**src/rtl/aes_pkg.sv**
```systemverilog
// rtl/aes_pkg.sv - shared AES types, FSM encoding and ShiftRows index helper
package aes_pkg;

  typedef logic [0:127] state_t;
  typedef logic [7:0]   byte_t;

  // Round-stage FSM encoding.
  localparam logic [1:0] ST_IDLE  = 2'd0;
  localparam logic [1:0] ST_SUB   = 2'd1;
  localparam logic [1:0] ST_SHIFT = 2'd2;

  // Source byte index for output byte (row, col) of ShiftRows / InvShiftRows.
  // Bytes are column-major, so index = 4*col + row = {col, row}.
  function automatic logic [3:0] shift_rows_idx(input logic [1:0] row,
                                                input logic [1:0] col,
                                                input logic       inv);
    logic [1:0] src_col;
    src_col = inv ? (col - row) : (col + row);
    return {src_col, row};
  endfunction

endpackage

```
**src/rtl/aes_sbox.sv**
```systemverilog
// rtl/aes_sbox.sv - combinational AES S-box; inverse table only with SUB_SHIFT_INV_CIPHER_EN
module aes_sbox
  import aes_pkg::*;
(
`ifdef SUB_SHIFT_INV_CIPHER_EN
  input  logic  inv,
`endif
  input  byte_t din,
  output byte_t dout
);

  localparam logic [0:2047] FWD_TABLE = {
    128'h637c777bf26b6fc53001672bfed7ab76, 128'hca82c97dfa5947f0add4a2af9ca472c0,
    128'hb7fd9326363ff7cc34a5e5f171d83115, 128'h04c723c31896059a071280e2eb27b275,
    128'h09832c1a1b6e5aa0523bd6b329e32f84, 128'h53d100ed20fcb15b6acbbe394a4c58cf,
    128'hd0efaafb434d338545f9027f503c9fa8, 128'h51a3408f929d38f5bcb6da2110fff3d2,
    128'hcd0c13ec5f974417c4a77e3d645d1973, 128'h60814fdc222a908846eeb814de5e0bdb,
    128'he0323a0a4906245cc2d3ac629195e479, 128'he7c8376d8dd54ea96c56f4ea657aae08,
    128'hba78252e1ca6b4c6e8dd741f4bbd8b8a, 128'h703eb5664803f60e613557b986c11d9e,
    128'he1f8981169d98e949b1e87e9ce5528df, 128'h8ca1890dbfe6426841992d0fb054bb16
  };

`ifdef SUB_SHIFT_INV_CIPHER_EN
  localparam logic [0:2047] INV_TABLE = {
    128'h52096ad53036a538bf40a39e81f3d7fb, 128'h7ce339829b2fff87348e4344c4dee9cb,
    128'h547b9432a6c2233dee4c950b42fac34e, 128'h082ea16628d924b2765ba2496d8bd125,
    128'h72f8f66486689816d4a45ccc5d65b692, 128'h6c704850fdedb9da5e154657a78d9d84,
    128'h90d8ab008cbcd30af7e45805b8b34506, 128'hd02c1e8fca3f0f02c1afbd0301138a6b,
    128'h3a9111414f67dcea97f2cfcef0b4e673, 128'h96ac7422e7ad3585e2f937e81c75df6e,
    128'h47f11a711d29c5896fb7620eaa18be1b, 128'hfc563e4bc6d279209adbc0fe78cd5af4,
    128'h1fdda8338807c731b11210592780ec5f, 128'h60517fa919b54a0d2de57a9f93c99cef,
    128'ha0e03b4dae2af5b0c8ebbb3c83539961, 128'h172b047eba77d626e169146355210c7d
  };

  assign dout = inv ? INV_TABLE[8*din +: 8] : FWD_TABLE[8*din +: 8];
`else
  assign dout = FWD_TABLE[8*din +: 8];
`endif

endmodule

```
**src/rtl/sub_bytes_shift_rows.sv**
```systemverilog
// rtl/sub_bytes_shift_rows.sv - lane-multiplexed SubBytes + ShiftRows stage; optional SUB_SHIFT_INV_CIPHER_EN
module sub_bytes_shift_rows
  import aes_pkg::*;
#(
  parameter int LANES = 4
) (
  input  logic         clk,
  input  logic         rst,
  input  logic         enableSubShift,
`ifdef SUB_SHIFT_INV_CIPHER_EN
  input  logic         invCipher,
`endif
  input  logic [0:127] state,
  output logic [0:127] stateOut,
  output logic         subShiftBusy,
  output logic         subShiftDone
);

  localparam int NCYC = 16 / LANES;
  localparam int CW   = (NCYC > 1) ? $clog2(NCYC) : 1;
  localparam logic [CW-1:0] LAST_CNT = CW'(NCYC - 1);

  if (!(LANES == 1 || LANES == 2 || LANES == 4 || LANES == 8 || LANES == 16)) begin : g_bad_lanes
    $error("sub_bytes_shift_rows: LANES must be 1, 2, 4, 8 or 16");
  end

  logic [1:0]    fsm;
  logic [CW-1:0] cnt;
  state_t        work;
  state_t        shifted;
  logic          inv_sel;
  logic [3:0]    lane_idx [LANES];
  byte_t         lane_out [LANES];

`ifdef SUB_SHIFT_INV_CIPHER_EN
  logic inv_q;

  // Direction is latched with the start request and held for the whole operation.
  always_ff @(posedge clk) begin
    if (rst) begin
      inv_q <= 1'b0;
    end else if (fsm == ST_IDLE && enableSubShift) begin
      inv_q <= invCipher;
    end
  end

  assign inv_sel = inv_q;
`else
  assign inv_sel = 1'b0;
`endif

  // Each lane substitutes one byte of the current chunk of LANES bytes.
  for (genvar l = 0; l < LANES; l++) begin : g_lane
    assign lane_idx[l] = 4'(int'(cnt) * LANES + l);
    aes_sbox u_sbox (
`ifdef SUB_SHIFT_INV_CIPHER_EN
      .inv  (inv_sel),
`endif
      .din  (work[8*lane_idx[l] +: 8]),
      .dout (lane_out[l])
    );
  end

  // Row rotation of the fully substituted state, forward or inverse.
  always_comb begin
    shifted = '0;
    for (int c = 0; c < 4; c++) begin
      for (int r = 0; r < 4; r++) begin
        shifted[8*(4*c + r) +: 8] = work[8*shift_rows_idx(2'(r), 2'(c), inv_sel) +: 8];
      end
    end
  end

  // Control FSM: capture, substitute in place chunk by chunk, then publish shifted result.
  always_ff @(posedge clk) begin
    if (rst) begin
      fsm          <= ST_IDLE;
      cnt          <= '0;
      work         <= '0;
      stateOut     <= '0;
      subShiftBusy <= 1'b0;
      subShiftDone <= 1'b0;
    end else begin
      subShiftDone <= 1'b0;
      case (fsm)
        ST_IDLE: begin
          if (enableSubShift) begin
            work         <= state;
            cnt          <= '0;
            subShiftBusy <= 1'b1;
            fsm          <= ST_SUB;
          end
        end
        ST_SUB: begin
          for (int l = 0; l < LANES; l++) begin
            work[8*lane_idx[l] +: 8] <= lane_out[l];
          end
          cnt <= cnt + 1'b1;
          if (cnt == LAST_CNT) begin
            fsm <= ST_SHIFT;
          end
        end
        ST_SHIFT: begin
          stateOut     <= shifted;
          subShiftDone <= 1'b1;
          subShiftBusy <= 1'b0;
          fsm          <= ST_IDLE;
        end
        default: begin
          fsm <= ST_IDLE;
        end
      endcase
    end
  end

endmodule
```
**config.mk**
```make
export PLATFORM = sky130hd
export DESIGN_NAME = sub_bytes_shift_rows
export DESIGN_NICKNAME = d
export VERILOG_FILES = /design/src/rtl/aes_pkg.sv /design/src/rtl/aes_sbox.sv /design/src/rtl/sub_bytes_shift_rows.sv
export SDC_FILE = /design/constraint.sdc
export NUM_CORES = 1
export LEC_CHECK = 0
export ABC_AREA = 1
export BUFFER_PORTS_ARGS = -buffer_cell sky130_fd_sc_hd__buf_4
export CORE_MARGIN = 2
export CORE_UTILIZATION = 35
export DETAILED_ROUTE_END_ITERATION = 10
export PLACE_DENSITY_LB_ADDON = 0.25
export SLEW_MARGIN = 20
export SYNTH_ARGS = -nofsm -noshare
export SYNTH_HDL_FRONTEND = slang
export SYNTH_SLANG_ARGS = --single-unit
```
**constraint.sdc**
```tcl
create_clock -name clk -period 3.35 [get_ports clk]
set_input_delay 0.1675 -clock clk [delete_from_list [all_inputs] [get_ports clk]]
set_output_delay 0.1675 -clock clk [all_outputs]
set_load 0.005 [all_outputs]
```
==> summary.txt <==
Die
  – I/O pin total: 261
  – Core Area: approximately 69000 sq um
  – Die area: approximately 72000 sq um
  – # rows: 96
  – Die X: about 270 um
  – Initial Util: between 30% and 40%
  – Chip Height: approximately 270 um

Worst hold path
  – Hold Path Cell Cnt: 5
  – Worst hold path type: in -> reg

Routing
  – Drt total wl: approximately 150000 um
  – Pre-Repair DR Iteration Count: 6
  – DRT antenna net count: 0
  – Via count: 33317
  – Via-per-instance ratio: around 6
  – Initial DRC Count: 4782
  – Wire length per cell: 26.1 um
  – Drc violations: 0

Timing
  – Setup-failing EPs final: 0
  – Max transition margin: about 38%
  – Final worst-path cycle share: between 90% and 100%
  – Max frequency: 314 MHz
  – Max Clock Skew: ~0.019 ns
  – Hold Worst Slack: 0.00576 ns
  – Minimum clock period: 3.19 ns
  – Unrepaired setup endpoints after global routing: yes
  – Tightest Pin Transition: around 0.93 ns
  – Slew Limit Fails: 0
  – Hold Vio Cnt, Final: 0

Critical path
  – Setup crit end kind: register
  – Worst EP required: around 3.9 ns
  – Worst Reg-to-Reg Cells: 16
  – Worst-path cell chain: buf_12 -> nand2_1 -> nand2_1 -> nand2_1 -> nand2_2 -> ha_1 -> inv_1 -> nand3_1 -> buf_4 -> nand3_1 -> nand3_1 -> nand3_1 -> nand3_1 -> nand3_1 -> nand4_1 -> a21oi_1
  – Critical-path top delay cell: dfxtp_4
  – Crit path max fanout: 41
  – Cell mode on critical path: nand3_1
  – WP data arrival: between 3 and 4 ns
  – Worst setup SP type: register
  – Crit-path max cell delay: around 0.38 ns
  – CP Class: reg -> reg

Placement
  – Placed Cells incl. Taps: around 5400
  – Dpl hpwl: between 100000 and 150000 um
  – PortBufs: 260
  – Routability cong.: between 1 and 1.5

Pwr
  – P_int: between 8 and 9 mW
  – Pwr Density: approximately 580 nW/um^2
  – Leakage: ~15 nW
  – Clk pwr share: 20.7%
  – Peak supply drop: approximately 430 uV
  – Switching Fraction: 50.8%
  – Part of the power in registers: between 15 and 20%
  – Psw: 8.96 mW
  – Combinational share of power: 59.7%

CTS
  – Inserted Clock Buffers: 31
  – Worst-path clk slew: ~0.06 ns
  – CTS tree: built
  – CTS Buffer Depth: 3
  – # H-tree levels: 1
  – CTS Sinks: 262
  – Clock latency at the later pin of the worst-skew pair: ~0.61 ns
  – CTS root buf: clkbuf_16
  – Post-CTS Setup Bufs: 0

Layout
  – Ratio of cells with drive above 1 in the final layout: 15.3%
  – Fillers: 7653
  – Final net count: slightly below 5000
  – Fin util: approximately 44%
  – Area Growth Syn to Fin: 24.3%
  – Layout Cells excl Fill: ~5600
  – Ant diodes: 0

Logic synthesis
  – Mapped cell area: ~24000 sq um
  – Post-synthesis sequential area ratio: a little over a fifth
  – Synth warn: 0
  – Cells after Synth: between 4000 and 5000
  – FF+latch count, synth: ~260
  – Mean post-synth cell area: between 5 and 6 sq um
  – Syn_nets: between 4000 and 5000
  – Library cells used by synthesis: 29

GRT
  – Overall Global Routing Usage: 38.7%
  – Vias in the first global route: ~31000
  – First-pass GRT wire length: roughly 210000 um
  – Antenna violations before repair: 2
  – Grt ovf: 0
  – Pin count of the biggest net entering global routing: ~110

Status
  – Status: complete, no violations

Flow run
  – Max-cap violations: 0
==> sequential cells by signal (all words and copies together) (netlist names) <==
register	flops
cnt	2
fsm	2
work	128
subShiftDone	1
subShiftBusy	1
stateOut	128
==> power by group through the flow <==
stage                     sequential, mW  clock [mW]  combinational (mW)
final                               3.45        3.65                10.5
after global routing                3.45        3.82                11.2
after CTS                           3.44        3.71                10.2
after detailed placement            3.50           0                10.0
after global placement              3.51           0                10.2
after floorplan                     3.42           0                6.12
==> cells in the final DEF, fill, tap and decap left out, types with 8 or more instances in the layout <==
master	instances
nand3_1	1374
nand2_1	1250
buf_4	479
inv_1	279
dfxtp_1	260
o21ai_0	224
a21oi_1	188
nand4_1	98
dlygate4sd3_1	92
nor2_1	75
nand2_2	72
ha_1	60
buf_12	40
clkbuf_16	31
nand3_2	21
inv_2	13
nand2_4	11
o211ai_1	11
o21ai_1	10
a32oi_2	8
clkbuf_8	8
==> layer usage <==
layer	up-vias	GRT usage [%]	wire length, um
met4	4	25.1	11100
met2	2016	59.8	63200
met1	15683	50.4	58800
li1	15166	-	-
met5	-	0	26
met3	448	5.38	12400
==> layout make-up <==
cell class                      count  area (sq um)  share of cell area [%]
Tap cell                          931          1160                    3.83
Clock buffer                       44           905                    2.97
Multi-Input combinational cell   3426         16500                    54.2
Sequential cell                   262          5250                    17.2
Clock inverter                     10           154                   0.506
Timing Repair Buffer              611          5320                    17.5
Inverter                          298          1140                    3.73
==> synthesized netlist by cell type <==
master	instances	area, sq um
nand3_1	1375	6880
nand2_1	1263	4740
inv_1	281	1050
dfxtp_1	262	5250
o21ai_0	224	1120
a21oi_1	188	941
clkbuf_1	148	556
buf_2	110	551
nand4_1	98	613
nor2_1	80	300
ha_1	60	751
nand2_2	60	375
buf_4	38	285
buf_1	25	93.8
nand3_2	21	210
buf_6	19	214
inv_2	14	52.6
o211ai_1	11	82.6
nand2_4	10	113
o21ai_1	10	50.1
a32oi_2	8	130
or2_2	7	43.8
nand3b_1	5	37.5
nor3_1	3	15.0
clkinv_1	2	7.51
a211oi_1	1	7.51
inv_4	1	6.26
nand2b_1	1	6.26
o21a_1	1	7.51
==> worst max-delay path: cells and delay by family (launching register included) <==
family	cells	cell delay [ns]
simple gates	11	1.68
buf+inv	3	0.64
flops	1	0.38
fa+ha+maj	1	0.24
compound gates	1	0.15
==> cells by family after synthesis <==
family	after synthesis	synth area share (%)
AND/OR/NAND/NOR	2923	54.5
adder cells (fa/ha/maj)	60	3.07
buffers and inverters	638	11.5
flip-flops	262	21.4
AO/OA/AOI/OAI	443	9.55
==> metrics by stage <==
stage	setup TNS [ns]	power (mW)	area, sq um	setup WS (ns)
after floorplan	0	9.55	24500	0.655
after global placement	0	13.7	28400	0.140
after detailed placement	0	13.5	28400	0.170
after CTS	0	17.3	30400	0.148
after global routing	-0.0114	18.4	30400	-0.0114
final	0	17.6	30400	0.161
==> what timing repair did <==
item | 4_1_cts | 5_1_grt
endpoints found under the setup margin | 0 | 21
hold endpoints to repair | 95 | 0
hold buffers | 92 | 0
resized for setup | 0 | 8
==> final timing paths <==
check | slack (ns) | end | startpoint
worst max-delay path | 0.16 | work[112]$_SDFFE_PP0P_ | cnt[0]$_SDFFE_PP0P_
worst min-delay path | 0.006 | work[108]$_SDFFE_PP0P_ | state[19]
worst max register to register | 0.16 | work[112]$_SDFFE_PP0P_ | cnt[0]$_SDFFE_PP0P_
worst min register to register | 0.47 | stateOut[111]$_SDFFE_PP0P_ | stateOut[111]$_SDFFE_PP0P_
No activity file was read; power rests on OpenSTA's default activity.
